$ cat src/rtl/ram_fifo_pkg.sv
// Shared constants and FSM state type for the RAM-backed FIFO controller.
package ram_fifo_pkg;

  localparam int DW    = 16;
  localparam int AW    = 4;
  localparam int DEPTH = 16;

  typedef enum logic {
    IDLE    = 1'b0,
    RD_WAIT = 1'b1
  } state_e;

endpackage

$ cat src/rtl/ram_fifo_ctrl.sv
// FIFO controller over a single-port synchronous RAM with valid/ready streams
// on both sides and a one-entry registered output stage.
module ram_fifo_ctrl #(
  parameter int DW = ram_fifo_pkg::DW,
  parameter int AW = ram_fifo_pkg::AW
) (
  input  logic          CK,
  input  logic          RST,
  input  logic          in_valid,
  output logic          in_ready,
  input  logic [DW-1:0] in_data,
  output logic          out_valid,
  input  logic          out_ready,
  output logic [DW-1:0] out_data,
  output logic [AW:0]   count,
  output logic [AW-1:0] RAM_A,
  output logic          RAM_WE,
  output logic          RAM_OE,
  output logic [DW-1:0] RAM_D,
  input  logic [DW-1:0] RAM_Q
);
  import ram_fifo_pkg::*;

  localparam logic [AW:0] FULL_CNT = {1'b1, {AW{1'b0}}};

  state_e        state_q, state_d;
  logic [AW-1:0] wptr_q, wptr_d;
  logic [AW-1:0] rptr_q, rptr_d;
  logic [AW:0]   count_q, count_d;
  logic          out_valid_q, out_valid_d;
  logic [DW-1:0] out_data_q, out_data_d;

  logic slot_free, rd_issue, in_ready_c, wr_fire, capture;

  always_comb begin
    slot_free  = !out_valid_q || out_ready;
    // Strobes are gated by RST so the RAM sees no access while held in reset.
    rd_issue   = !RST && (state_q == IDLE) && (count_q != '0) && slot_free;
    in_ready_c = !RST && (count_q != FULL_CNT) && !rd_issue;
    wr_fire    = in_valid && in_ready_c;
    capture    = !RST && (state_q == RD_WAIT);

    state_d     = state_q;
    wptr_d      = wptr_q;
    rptr_d      = rptr_q;
    count_d     = count_q;
    out_valid_d = out_valid_q;
    out_data_d  = out_data_q;

    if (wr_fire) begin
      wptr_d  = wptr_q + 1'b1;
      count_d = count_q + 1'b1;
    end else if (rd_issue) begin
      count_d = count_q - 1'b1;
    end

    if (rd_issue) begin
      rptr_d  = rptr_q + 1'b1;
      state_d = RD_WAIT;
    end

    if (capture) begin
      state_d     = IDLE;
      out_valid_d = 1'b1;
      out_data_d  = RAM_Q;
    end else if (out_valid_q && out_ready) begin
      out_valid_d = 1'b0;
    end
  end

  always_ff @(posedge CK) begin
    if (RST) begin
      state_q     <= IDLE;
      wptr_q      <= '0;
      rptr_q      <= '0;
      count_q     <= '0;
      out_valid_q <= 1'b0;
      out_data_q  <= '0;
    end else begin
      state_q     <= state_d;
      wptr_q      <= wptr_d;
      rptr_q      <= rptr_d;
      count_q     <= count_d;
      out_valid_q <= out_valid_d;
      out_data_q  <= out_data_d;
    end
  end

  assign in_ready  = in_ready_c;
  assign out_valid = out_valid_q;
  assign out_data  = out_data_q;
  assign count     = count_q;
  assign RAM_A     = rd_issue ? rptr_q : wptr_q;
  assign RAM_WE    = wr_fire;
  assign RAM_OE    = capture;
  assign RAM_D     = in_data;

endmodule

$ cat config.mk
export PLATFORM = sky130hd
export DESIGN_NAME = ram_fifo_ctrl
export DESIGN_NICKNAME = d
export VERILOG_FILES = /design/src/rtl/ram_fifo_pkg.sv /design/src/rtl/ram_fifo_ctrl.sv
export SDC_FILE = /design/constraint.sdc
export NUM_CORES = 1
export LEC_CHECK = 0
export BUFFER_PORTS_ARGS = -buffer_cell sky130_fd_sc_hd__buf_2
export CAP_MARGIN = 5
export CORE_ASPECT_RATIO = 0.8
export CORE_MARGIN = 1.5
export CORE_UTILIZATION = 40
export CTS_CLUSTER_SIZE = 28
export DETAILED_ROUTE_END_ITERATION = 16
export GPL_ROUTABILITY_DRIVEN = 0
export PLACE_DENSITY_LB_ADDON = 0.05
export SETUP_SLACK_MARGIN = 0.5
export SYNTH_ARGS = -nofsm -noshare
export SYNTH_HDL_FRONTEND = slang
export SYNTH_SLANG_ARGS = --single-unit
$ cat constraint.sdc
create_clock -name CK -period 2.2 [get_ports CK]
set_input_delay 0.44 -clock CK [delete_from_list [all_inputs] [get_ports CK]]
set_output_delay 0.44 -clock CK [all_outputs]
set_load 0.01 [all_outputs]
==> results by group, run 1 <==
Pwr
  • Worst vdd ir: a little over 500 µV
  • Power density over cell area: roughly 1300 mW/mm²
  • Leak: ~0.0011 µW

STA
  • Worst slew slack as a fraction of its limit: around four fifths
  • Fin crit share: 101%
  • Slack of the critical path: -0.0146 ns
  • Setup-failing EPs final: 4
  • Clock skew: roughly 0.0056 ns
  • Transition at the pin with the smallest max-transition slack: about 0.29 ns
  • Highest clock rate: roughly 450 MHz
  • Max-slew violations: 0
  • Final hold violation count: 0
  • Setup tns final: -0.0374 ns
  • Smallest hold slack: around 0.40 ns
  • Setup repair after global routing missed its margin: true
  • Time the final worst path needs with I/O delays and setup: ~2.2 ns

Yosys
  • Library cell occupying the most area in the post-synthesis netlist: sky130_fd_sc_hd__dfxtp_1
  • Synthesized netlist net count: between 200 and 250
  • Area contributors post-synth: sky130_fd_sc_hd__dfxtp_1 39%, sky130_fd_sc_hd__mux2i_1 15%, sky130_fd_sc_hd__buf_4 7.6%
  • Total number of yosys warnings: 0
  • Mean cell area of the mapped netlist: a little under 10 µm²
  • Yosys reg bits: 31
  • Share of the synthesized area in the top cell type: between 30% and 40%
  • Synth cell types: 35
  • Total standard cell area after synthesis: around 0.0016 mm²
  • Post-synthesis sequential area ratio: ~39%
  • Count of mapped cells out of synthesis: 160

Run status
  • Result of the run: finished with violations
  • Violations in the final reports: setup timing

Critical path
  • Worst path arrival time: approximately 1.8 ns
  • Worst setup slack for register-to-register paths: 0 ns
  • Capture point of the worst reg-to-reg path: count[4]
  • Maximum fanout along the worst path: 4
  • Startpoint of the worst-slack reg-to-reg timing path: count[0]
  • WS Path Type: reg -> out
  • CP endpoint kind: primary output
  • Worst R2R Path Depth: 8
  • Critical path startpoint category: flip-flop
  • Data required time of the critical path: between 1.5 and 2 ns

Routing
  • Number of antenna-violating nets in the routed design: 0
  • Initial DRC count: 29
  • Metal1 wirelength: 1690 µm
  • Highest metal layer used by the detailed router: met4
  • Mean number of vias per cell: between 4 and 5
  • DRC violation count after routing: 0
  • Avg WL per Cell: approximately 14 µm
  • DR WL met3: about 180 µm
  • Met2 Wirelength: ~1900 µm
  • Total routed wirelength: 3800 µm
  • Overall via count from detail_route: about 1,300
  • Pre-Repair DR Iteration Count: 4

Cells and area
  • Synthesis-to-finish area growth: 46.0%
  • Nets@finish: 265
  • Multi-input gate area in the final layout: 940 µm²
  • # fillers: roughly 340
  • Finished Core Util: approximately three fifths
  • Total inserted antenna cells: 0
  • Area occupied by registers: approximately 630 µm²
  • Area of all placed cells without fillers: ~0.0023 mm²
  • Share of final-layout standard cells stronger than drive strength 1: a little over half

Clock network
  • Clock latency of the later-clocked register in the worst-skew pair: roughly 0.28 ns
  • Cell at the root of the clock tree: sky130_fd_sc_hd__clkbuf_8
  • Register clock-pin slew on the reported worst setup and hold paths: ~0.070 ns
  • Number of CTS-inserted buffers: 5
  • H-tree depth reported by CTS: 2
  • TritonCTS clock tree: built
  • Sinks on the clock net: 31
  • Max Root-Sink Buffers: 2

Floorplan
  • Die Width: between 70 and 80 µm
  • Number of placement rows: 20
  • Overall die area: between 0.004 and 0.005 mm²
  • CORE AREA: ~0.0038 mm²
  • Initial core utilization: 41.5%
  • Die Ht: just under 60 µm
  • Number of primary I/O pins: 81

Place
  • Instance area at placement: 0.00193 mm²
  • Port bufs: between 40 and 50
  • Final HPWL from detailed placement: about 2600 µm

Global routing
  • First-pass GRT wire length: ~6300 µm
  • Antenna violations before repair: 0
  • Pin count of the biggest net entering global routing: 28
  • GR Overflow Total: 0
  • Vias in the first global route: 1,333
  • All-Layer GR Usage: approximately a fifth

Hold path
  • Worst Hold Depth: 3
  • Hold Crit Endpoint: out_data[1]
  • Path type of the worst min-delay path: in -> reg
  • Hold path startpoint: RAM_Q[1]

Job
  • Max capacitance violation total: 0
[placed cells by master (no fill, tap or decap), drive strengths merged, types with 2 or more instances in the layout]
cell / n
mux2i: 23
clkinv: 2
nor2: 23
o311ai: 3
inv: 5
nand2: 9
nor2b: 4
clkbuf: 5
dfxtp: 31
nand4: 3
ha: 5
o21ai: 2
a21oi: 2
xnor2: 2
nor3: 3
or3: 2
nand3: 3
nand2b: 2
mux2: 6
buf: 77
[through the flow]
step	instances	worst slack (ns)	power [µW]
floorplan	160	0.000473	1620
global placement	259	-0.0856	1960
detailed placement	259	-0.222	2020
CTS	278	-0.0522	2870
global route	279	-0.0876	3090
finish	279	-0.0146	2900
[cell usage after synthesis, drive strengths merged]
library cell and count:
buf 19, nand2b 2, nor2b 4, dfxtp 31, nand2 9, a21o 1, a211oi 1, o21ai 2
and2 1, or3 2, and2b 1, o22ai 1, nand4 3, a21oi 2, xnor2 2, a221o 1
inv 5, ha 5, mux2 6, xor2 1, mux2i 23, or2 1, nor3 3, nor2 23
a41oi 1, fa 1, o311ai 3, nand3 3, clkbuf 2, nor4 1
[kinds of logic (layout without fill, tap and decap cells)]
kind of cell	Yosys count	in the layout	share of synthesized area (%)
xor+xnor	3	3	1.66
flops	31	31	39.3
mux	29	29	19.1
simple gates	53	53	16.9
compound gates	12	12	7.21
buf+inv	26	90	10.6
fa+ha+maj	6	6	5.23
[area by class of cell]
cell class / instances / share of cell area (%)
clock inverters: 3 / 1.90
flip-flops and latches: 31 / 27.4
inverters: 5 / 0.813
repair buffers: 77 / 23.2
clock buffers: 5 / 2.98
multi-input cells: 103 / 40.7
well taps: 55 / 2.98
[what timing repair did]
item,4_1_cts,5_1_grt
pin swaps,13,3
setup buffers,11,1
gates resized for setup,33,9
hold buffers,0,0
setup endpoints to repair,11,14
hold endpoints to repair,0,0
[worst max path at each step]
stage | startpoint | end | slack [ns] | depth (start not counted)
2_1_floorplan | RST | count[4] | 0.0005 | 8
3_3_place_gp | RST | count[4] | -0.09 | 9
3_5_place_dp | RST | count[4] | -0.22 | 9
4_1_cts | state_q | RAM_A[1] | -0.05 | 6
5_1_grt | state_q | RAM_A[1] | -0.09 | 6
6_report | state_q | RAM_A[1] | -0.01 | 6
[routing by layer]
layer / up-vias / global-route usage [%]
met5: - / 0
met4: 0 / 6.74
met3: 14 / 4.76
met2: 32 / 33.6
met1: 614 / 23.2
li1: 660 / -
[power breakdown]
group	switching, µW	internal (µW)
logic	691	833
clock network	211	337
registers	117	713
total	1020	1880
[critical path, cell delays in order, from the launching register on]
cell and delay [ns]:
sky130_fd_sc_hd__dfxtp_2 0.32, sky130_fd_sc_hd__or2_4 0.23, sky130_fd_sc_hd__buf_6 0.12, sky130_fd_sc_hd__a211oi_4 0.22
sky130_fd_sc_hd__buf_6 0.17, sky130_fd_sc_hd__mux2_4 0.31, sky130_fd_sc_hd__buf_6 0.12
[flip-flops by register name (all words and copies together) (netlist names)]
register and cells:
count 5, out_data 16, out_valid 1, rptr_q 4
state_q 1, wptr_q 4
No activity file was read; power rests on OpenSTA's default activity.
==> run 2, diff against run 1 <==
--- a/config.mk
+++ b/config.mk
@@ -7,9 +7,11 @@
 export LEC_CHECK = 0
 export BUFFER_PORTS_ARGS = -buffer_cell sky130_fd_sc_hd__buf_2
 export CAP_MARGIN = 5
+export CELL_PAD_IN_SITES_DETAIL_PLACEMENT = 1
+export CELL_PAD_IN_SITES_GLOBAL_PLACEMENT = 1
 export CORE_ASPECT_RATIO = 0.8
 export CORE_MARGIN = 1.5
-export CORE_UTILIZATION = 40
+export CORE_UTILIZATION = 29
 export CTS_CLUSTER_SIZE = 28
 export DETAILED_ROUTE_END_ITERATION = 16
 export GPL_ROUTABILITY_DRIVEN = 0
==> results by group, run 2 (synthesis gave the netlist of run 1 again) <==
Run status
  • Result of the run: finished with violations
  • Violations in the final reports: DRC, setup timing

Floorplan
  • Die Ht: 69.0 µm (+17%)
  • Initial core utilization: 30.9% (-11 points)
  • Number of placement rows: 23 (+15%)
  • CORE AREA: 0.00512 mm² (+35%)
  • Number of primary I/O pins: 81 (unchanged)
  • Die Width: 85.5 µm (+17%)
  • Overall die area: 0.00590 mm² (+36%)

Cells and area
  • Synthesis-to-finish area growth: 53.0%
  • Most common cell after layout, fill and taps aside: sky130_fd_sc_hd__buf_2
  • Nets@finish: 277 (+4.5%)
  • Area of all placed cells without fillers: 0.00242 mm² (+4.8%)
  • Finished Core Util: 47.2% (-13 points)
  • Multi-input gate area in the final layout: 971 µm² (+3.3%)
  • Max FFs per register: 16 (unchanged)
  • Commonest non-fill, non-tap cells in the layout: 43 x sky130_fd_sc_hd__buf_2, 27 x sky130_fd_sc_hd__buf_4, 24 x sky130_fd_sc_hd__dfxtp_1
  • Area occupied by registers: 634 µm² (+0.20%)
  • Share of final-layout standard cells stronger than drive strength 1: 58.9% (+4.4 points)
  • Total inserted antenna cells: 0 (unchanged)
  • # fillers: 588 (+76%)

Job
  • Max capacitance violation total: 0 (unchanged)

STA
  • Clock skew: 0.00516 ns (-0.000416 ns)
  • Smallest hold slack: 0.388 ns (-0.0114 ns)
  • Slack of the critical path: -0.0867 ns (-0.0721 ns)
  • Setup repair after global routing missed its margin: true
  • Final hold violation count: 0 (unchanged)
  • Worst slew slack as a fraction of its limit: 71.2% (-9.0 points)
  • Time the final worst path needs with I/O delays and setup: 2.29 ns (+0.0721 ns)
  • Setup-failing EPs final: 8 (+4)
  • Fin crit share: 104% (+3.3 points)
  • Transition at the pin with the smallest max-transition slack: 0.429 ns (+0.138 ns)
  • Max-slew violations: 0 (unchanged)
  • Highest clock rate: 437 MHz (-3.2%)

Place
  • Port bufs: 48 (unchanged)
  • Instance area at placement: 0.00195 mm² (+0.84%)
  • Final HPWL from detailed placement: 3040 µm (+15%)
  • Worst setup timing slack at the placement stage: -0.179 ns (+0.0429 ns)

Global routing
  • All-Layer GR Usage: 15.1% (-4.2 points)
  • Vias in the first global route: 1,387 (+4.1%)
  • First-pass GRT wire length: 6980 µm (+11%)
  • Antenna violations before repair: 0 (unchanged)
  • Pin count of the biggest net entering global routing: 28 (unchanged)
  • GR Overflow Total: 0 (unchanged)

Critical path
  • Maximum fanout along the worst path: 5 (+1)
  • WS Path Type: reg -> out
  • Worst R2R Path Depth: 9 (+1)
  • Crit path launch: count[3]
  • Worst path arrival time: 1.85 ns (+0.08 ns)
  • Critical path startpoint category: flip-flop
  • CP endpoint kind: primary output
  • Startpoint of the worst-slack reg-to-reg timing path: count[3]
  • Worst setup slack for register-to-register paths: -0.08 ns (-0.08 ns)
  • Data required time of the critical path: 1.76 ns (about the same)
  • Capture point of the worst reg-to-reg path: count[4]

Routing
  • Avg WL per Cell: 15.0 µm (+10%)
  • Mean number of vias per cell: 4.72 (-0.21%)
  • Pre-Repair DR Iteration Count: 9 (+5)
  • Number of antenna-violating nets in the routed design: 0 (unchanged)
  • Overall via count from detail_route: 1,407 (+6.6%)
  • DRC violation count after routing: 8 (+8)
  • Total routed wirelength: 4480 µm (+18%)
  • Initial DRC count: 36 (+24%)

Hold path
  • Worst Hold Depth: 3 (unchanged)
  • Path type of the worst min-delay path: in -> reg
  • Hold Crit Endpoint: out_data[11]
  • Hold path startpoint: RAM_Q[11]

Pwr
  • Worst vdd ir: 525 µV (+2.7%)
  • Power density over cell area: 1230 mW/mm² (-2.2%)
  • Total chip power: 2970 µW (+2.5%)
  • Leak: 0.00115 µW (+6.2%)

Clock network
  • Sinks on the clock net: 31 (unchanged)
  • H-tree depth reported by CTS: 2 (unchanged)
  • Cell at the root of the clock tree: sky130_fd_sc_hd__clkbuf_8
  • Number of CTS-inserted buffers: 5 (unchanged)
  • TritonCTS clock tree: built
  • Register clock-pin slew on the reported worst setup and hold paths: 0.07 ns (about the same)
  • Clock latency of the later-clocked register in the worst-skew pair: 0.28 ns (about the same)
  • Max Root-Sink Buffers: 2 (unchanged)
  • Hold buffer count at cts: 0 (unchanged)
run 2: cell types whose count changed in the layout (fill, tap and decap cells not counted), sizes merged:
cell and change:
inv +1, clkinv -1, clkbuf +1, buf +12, bufinv -1
run 2: worst max-delay path, stage by stage, from the launching register on:
cell                      delay [ns]
sky130_fd_sc_hd__dfxtp_4        0.35
sky130_fd_sc_hd__nor4_4         0.32
sky130_fd_sc_hd__buf_4          0.16
sky130_fd_sc_hd__or3_4          0.12
sky130_fd_sc_hd__nand3_4        0.12
sky130_fd_sc_hd__buf_6          0.15
sky130_fd_sc_hd__buf_6          0.10
sky130_fd_sc_hd__buf_6          0.11
sky130_fd_sc_hd__inv_2          0.04
sky130_fd_sc_hd__buf_6          0.09
run 2: power by group:
part / switching [µW] / internal (µW) / leakage (µW)
clock: 225 / 222 / 0.0000455
combinational: 745 / 949 / 0.000852
sequential: 119 / 715 / 0.000257
total: 1090 / 1890 / 0.00115
run 2: worst max path at each step:
stage | end | slack (ns) | depth (start not counted)
2_1_floorplan | count[4] | 0.0005 | 8
3_5_place_dp | count[4] | -0.18 | 9
4_1_cts | RAM_A[1] | -0.06 | 6
3_3_place_gp | count[4] | -0.1 | 9
6_report | RAM_WE | -0.09 | 9
5_1_grt | RAM_WE | -0.17 | 9
run 2: routing by layer:
layer | part of all wire [%] | up-vias | track usage [%]
met4 | 0.89 | 0 | 3.23
met2 | 52 | 43 | 26.4
li1 | - | 678 | -
met1 | 41 | 676 | 17.4
met3 | 6.2 | 10 | 5.63
met5 | 0 | - | 0
run 2: final cells by class:
| type | count | share of cell area [%] |
|---|---|---|
| clock buffer | 6 | 3.00 |
| clock inverter | 2 | 0.466 |
| inverter | 5 | 0.776 |
| multi-input combinational | 103 | 40.2 |
| sequential | 31 | 26.2 |
| tap | 62 | 3.21 |
| timing repair buffer | 89 | 26.1 |
run 2: stage by stage:
| step | setup TNS, ns | instances |
|---|---|---|
| 2_1_floorplan | 0 | 160 |
| 3_3_place_gp | -0.159 | 267 |
| 3_5_place_dp | -0.283 | 267 |
| 4_1_cts | -0.279 | 287 |
| 5_1_grt | -1.09 | 298 |
| 6_report | -0.481 | 298 |
run 2: repair_timing:
item,CTS,global route
pin swaps,11,11
setup buffers,12,11
endpoints found under the setup margin,12,15
gates resized for setup,31,22
